[src/rtl/rst_seq_pkg.sv]
`default_nettype none
// ==== rst_seq_pkg : state encodings and default parameters for rst_seq | rev 1.0 ====
package rst_seq_pkg;

  typedef enum logic [1:0] {
    HOLD    = 2'd0,
    FILTER  = 2'd1,
    RELEASE = 2'd2,
    RUN     = 2'd3
  } state_e;

  localparam int c_DEF_NUM_SRC       = 2;
  localparam int c_DEF_NUM_CH        = 3;
  localparam int c_DEF_NUM_STAGES    = 2;
  localparam int c_DEF_FILTER_CYCLES = 4;
  localparam int c_DEF_GAP_CYCLES    = 2;

endpackage
`default_nettype wire

[src/rtl/rst_seq_sync.sv]
`default_nettype none
// ==== rst_seq_sync : single-bit synchronizer, resets to 0 (request active) | rev 1.0 ====
module rst_seq_sync
  import rst_seq_pkg::*;
#(
  parameter int NUM_STAGES = c_DEF_NUM_STAGES
) (
  input  logic clk_i,
  input  logic rst_i,
  input  logic d_i,
  output logic q_o
);

  logic [NUM_STAGES-1:0] sync_q;

  always_ff @(posedge clk_i) begin
    if (rst_i) begin
      sync_q <= '0;
    end else begin
      sync_q <= {sync_q[NUM_STAGES-2:0], d_i};
    end
  end

  assign q_o = sync_q[NUM_STAGES-1];

endmodule
`default_nettype wire

[src/rtl/rst_seq.sv]
`default_nettype none
// ==== rst_seq : filtered, staggered release of NUM_CH active-low resets | rev 1.0 ====
module rst_seq
  import rst_seq_pkg::*;
#(
  parameter int NUM_SRC       = c_DEF_NUM_SRC,
  parameter int NUM_CH        = c_DEF_NUM_CH,
  parameter int NUM_STAGES    = c_DEF_NUM_STAGES,
  parameter int FILTER_CYCLES = c_DEF_FILTER_CYCLES,
  parameter int GAP_CYCLES    = c_DEF_GAP_CYCLES
) (
  input  logic               CLK,
  input  logic               RST,
  input  logic [NUM_SRC-1:0] REQ_N,
  input  logic               CAUSE_CLR,
  output logic [NUM_CH-1:0]  RST_OUT_N,
  output logic               SEQ_DONE,
  output logic [NUM_SRC-1:0] SRC_CAUSE
);

  localparam int FILT_W = $clog2(FILTER_CYCLES + 1);
  localparam int GAP_W  = $clog2(GAP_CYCLES + 1);
  localparam int CH_W   = (NUM_CH > 1) ? $clog2(NUM_CH) : 1;

  localparam logic [FILT_W-1:0] c_FILT_LAST = FILT_W'(FILTER_CYCLES - 1);
  localparam logic [GAP_W-1:0]  c_GAP_LAST  = GAP_W'(GAP_CYCLES - 1);
  localparam logic [CH_W-1:0]   c_CH_LAST   = CH_W'(NUM_CH - 1);
  localparam logic [NUM_CH-1:0] c_CH0       = NUM_CH'(1);

  generate
    if (NUM_STAGES < 2 || NUM_SRC < 1 || NUM_CH < 1 || FILTER_CYCLES < 1 || GAP_CYCLES < 1)
    begin : g_param_err
      $error("rst_seq: illegal parameter set");
    end
  endgenerate

  logic [NUM_SRC-1:0] w_req_sync;
  logic [NUM_SRC-1:0] w_req_act;
  logic               w_any_req;

  generate
    for (genvar i = 0; i < NUM_SRC; i++) begin : g_sync
      rst_seq_sync #(
        .NUM_STAGES(NUM_STAGES)
      ) u_sync (
        .clk_i(CLK),
        .rst_i(RST),
        .d_i  (REQ_N[i]),
        .q_o  (w_req_sync[i])
      );
    end
  endgenerate

  assign w_req_act = ~w_req_sync;
  assign w_any_req = |w_req_act;

  state_e              state_q, state_d;
  logic [FILT_W-1:0]   filt_q, filt_d;
  logic [GAP_W-1:0]    gap_q, gap_d;
  logic [CH_W-1:0]     ch_q, ch_d;
  logic [NUM_CH-1:0]   rst_out_q, rst_out_d;
  logic                done_q, done_d;
  logic [NUM_SRC-1:0]  cause_q, cause_d;

  always_comb begin
    state_d   = state_q;
    filt_d    = filt_q;
    gap_d     = gap_q;
    ch_d      = ch_q;
    rst_out_d = rst_out_q;
    done_d    = done_q;
    cause_d   = CAUSE_CLR ? '0 : cause_q;

    if (w_any_req) begin
      // Sources are only blamed when they pull an already-progressing sequence back.
      if (state_q != HOLD) begin
        cause_d = cause_d | w_req_act;
      end
      state_d   = HOLD;
      filt_d    = '0;
      gap_d     = '0;
      ch_d      = '0;
      rst_out_d = '0;
      done_d    = 1'b0;
    end else begin
      unique case (state_q)
        HOLD, FILTER: begin
          // The HOLD exit edge is itself the first clear sample of the window.
          if (filt_q == c_FILT_LAST) begin
            filt_d    = '0;
            gap_d     = '0;
            ch_d      = '0;
            rst_out_d = c_CH0;
            state_d   = (ch_d == c_CH_LAST) ? RUN : RELEASE;
            done_d    = (ch_d == c_CH_LAST);
          end else begin
            filt_d  = filt_q + 1'b1;
            state_d = FILTER;
          end
        end
        RELEASE: begin
          if (gap_q == c_GAP_LAST) begin
            gap_d     = '0;
            ch_d      = ch_q + 1'b1;
            rst_out_d = (rst_out_q << 1) | c_CH0;
            if (ch_d == c_CH_LAST) begin
              state_d = RUN;
              done_d  = 1'b1;
            end
          end else begin
            gap_d = gap_q + 1'b1;
          end
        end
        RUN: begin
          state_d = RUN;
        end
        default: begin
          state_d = HOLD;
        end
      endcase
    end
  end

  always_ff @(posedge CLK) begin
    if (RST) begin
      state_q   <= HOLD;
      filt_q    <= '0;
      gap_q     <= '0;
      ch_q      <= '0;
      rst_out_q <= '0;
      done_q    <= 1'b0;
      cause_q   <= '0;
    end else begin
      state_q   <= state_d;
      filt_q    <= filt_d;
      gap_q     <= gap_d;
      ch_q      <= ch_d;
      rst_out_q <= rst_out_d;
      done_q    <= done_d;
      cause_q   <= cause_d;
    end
  end

  assign RST_OUT_N = rst_out_q;
  assign SEQ_DONE  = done_q;
  assign SRC_CAUSE = cause_q;

endmodule
`default_nettype wire
[config.mk]
export PLATFORM = sky130hd
export DESIGN_NAME = rst_seq
export DESIGN_NICKNAME = d
export VERILOG_FILES = /design/src/rtl/rst_seq_pkg.sv /design/src/rtl/rst_seq_sync.sv /design/src/rtl/rst_seq.sv
export SDC_FILE = /design/constraint.sdc
export NUM_CORES = 1
export LEC_CHECK = 0
export CORE_UTILIZATION = 50
export CTS_CLUSTER_SIZE = 8
export DETAILED_ROUTE_END_ITERATION = 10
export GPL_ROUTABILITY_DRIVEN = 0
export GPL_TIMING_DRIVEN = 0
export MAX_ROUTING_LAYER = met4
export PLACE_DENSITY = 0.74
export SLEW_MARGIN = 20
export SYNTH_ARGS = -nofsm -noshare
export SYNTH_HDL_FRONTEND = slang
export SYNTH_HIERARCHICAL = 1
export SYNTH_SLANG_ARGS = --single-unit
[constraint.sdc]
create_clock -name CLK -period 1.8 [get_ports CLK]
set_input_delay 0.45 -clock CLK [delete_from_list [all_inputs] [get_ports CLK]]
set_output_delay 0.45 -clock CLK [all_outputs]
set_load 0.02 [all_outputs]
==> summary.txt <==
Delay-heaviest family, CP -> buffers and inverters
Max transition margin -> 68.4%
Port Buffers -> 10
Seq/Total Area, Yosys -> 50.4%
Commonest non-fill, non-tap cell in the layout -> dfxtp_1
Total CTS buffers -> 3
Post-Syn Area per Cell -> 9.55 um^2
Critical path data arrival time -> 1.26 ns
Max-slew violation count -> 0
Multi-input gate area -> 347 um^2
Post_cts resized -> 0
Yosys Warn Count -> 6
Share of cells above drive strength 1 -> 9.68%
Endpoints failing hold -> 0
Max VDD drop -> 0.510 mV
DRC viols -> 0
First-pass DRT Iterations -> 2
Most frequent cells in the layout -> dfxtp_1, clkdlybuf4s50_1, nor2b_1, a21oi_1, nor2_1
Critical Path RT -> 1.35 ns
Vias in the first global route -> 483
Crit-path slowest cell -> clkdlybuf4s50_1
Crit path time final -> 1.71 ns
Worst path bufs/invs -> 1
Status -> finished, final reports clean
WS Path Type -> flop to output pin
DP Wirelength -> 923 um
Global-route wire length before repair -> 2040 um
Placed Cells -> 104
Largest net degree at the start of global routing -> 12
GRT Total Usage -> 20.5%
CP endpoint kind -> output pin
Overall die width -> 40.8 um
Max_cap viols -> 0
Fin util -> 66.7%
FF+latch area -> 380 um^2
Post-CTS Setup Bufs -> 0
Core area -> 1350 um^2
Fill count -> 112
Placed Area -> 873 um^2
Critical path's largest stage delay -> 0.61 ns
DR WL/cell -> 11.5 um
Root buf cell -> clkbuf_4
Grt total ovfl -> 0
Final setup viols -> 0
DRT Wirelength -> 1240 um
Yosys reg bits -> 19
CTS tree -> done
Initial Util -> 55.9%
Final ANT Viol Nets -> 0
Syn Inst Count -> 79
Final TNS setup -> 0 ns
NumNets Final -> 101
Clock sinks -> 19
Hold-fix buffers, CTS -> 0
Via count -> 557
Initial drt markers -> 2
PD cells -> 723 nW/um^2
Net Count, Synth -> 86
Fmax -> 0.584 GHz
Final cell count without fillers -> 108
Critical path fanouts, max -> 3
Setup repair after global routing missed its margin -> no
Period utilization -> 95.1%
# diodes -> 0
Row cnt -> 13
Critical-path cell list -> clkdlybuf4s50_1
H-tree lvl count -> 1
Yosys cell types -> 26
Clock Latency Late Sink -> 0.30 ns
Fin area -> 901 um^2
Leakage Power -> 0.317 nW
Total power -> 0.651 mW
Post-synthesis cell area -> 754 um^2
P&R area growth vs syn -> 19.4%
I/O pins -> 11
CTS max path bufs -> 2
Fin Clk Skew -> 0.00655 ns
Die span in y -> 40.8 um
Via density -> 5.16
Hold Crit Class -> flop to flop
Initial antenna violation count -> 0
Clock-pin slew on the worst setup and hold paths -> 0.10 ns
Worst slew pin tran -> 0.474 ns
Die ar. -> 1670 um^2
CP Launch Type -> flop
==> area by class of cell <==
cell class                 instances  share of cell area, %
inverter                           4                   1.67
multi-input combinational         53                   38.5
clock inverter                     1                  0.556
timing repair buffer              10                   11.1
clock buffer                       3                   2.50
tap                               15                   2.08
buffer                             3                   1.39
sequential                        19                   42.2
==> cell usage after synthesis, drive strengths merged <==
master   count  area share, %
nor2         6            3.0
buf          1           0.66
nand3b       1            1.0
nand4bb      1            3.6
a32oi        1            1.2
dfxtp       19             50
clkbuf       2            1.0
ha           2            3.3
or2          2            1.7
inv          4            2.0
or3          1           0.83
o22ai        2            1.7
nand2        5            2.5
o21a         1            1.0
nand2b       1           0.83
and2b        1            1.0
or3b         2            2.3
o211ai       2            2.0
or4b         1            1.3
o21ai        1           0.66
a21oi        8            5.3
nor3b        1            1.7
a211oi       1            1.0
nand3        4            2.7
nor2b        8            6.6
and3         1           0.83
==> metal layers <==
metal | share of wire [%] | global-route usage, % | vias to the layer above
met2 | 44 | 30.5 | 11
met1 | 50 | 22.9 | 242
li1 | - | - | 300
met5 | 0 | - | -
met3 | 4.3 | 9.78 | 4
met4 | 1.6 | 10.0 | 0
==> worst paths after layout <==
| path | slack, ns | startpoint | cells past startpoint | end |
|---|---|---|---|---|
| min reg2reg | 0.45 | g_sync[0].u_sync/sync_q[0] | 1 | g_sync[0].u_sync/sync_q[1] |
| max reg2reg | 0.35 | filt_q[0] | 5 | SEQ_DONE |
| min | 0.45 | g_sync[0].u_sync/sync_q[0] | 1 | g_sync[0].u_sync/sync_q[1] |
| max | 0.09 | RST_OUT_N[1] | 1 | RST_OUT_N[1] |
==> logic make-up after synthesis <==
family	after synthesis	share of synthesized area [%]
buffers and inverters	7	3.65
adders and majority gates	2	3.32
AOI/OAI and AO/OA	16	12.8
and+or+nand+nor	35	29.9
DFF	19	50.4
==> state kept, by name (all words and copies together), names as in the netlist <==
name,cells
gap_q,2
filt_q,3
ch_q,2
SRC_CAUSE,2
state_q,2
g_sync.u_sync/sync_q,4
RST_OUT_N,3
SEQ_DONE,1
==> metrics by stage <==
step / hold WS [ns] / setup slack, ns
4_1_cts: 0.459 / 0.0620
5_1_grt: 0.468 / 0.0106
2_1_floorplan: 0.414 / 0.496
3_3_place_gp: 0.418 / -0.0205
3_5_place_dp: 0.433 / -0.0735
6_report: 0.452 / 0.0882
==> report_power, final <==
part | total, mW | switching (mW) | internal, mW
sequential | 0.426 | 0.00165 | 0.425
combinational | 0.0164 | 0.00541 | 0.0110
clock | 0.209 | 0.126 | 0.0828
total | 0.651 | 0.133 | 0.519
Power figures use the tool's default switching activity.
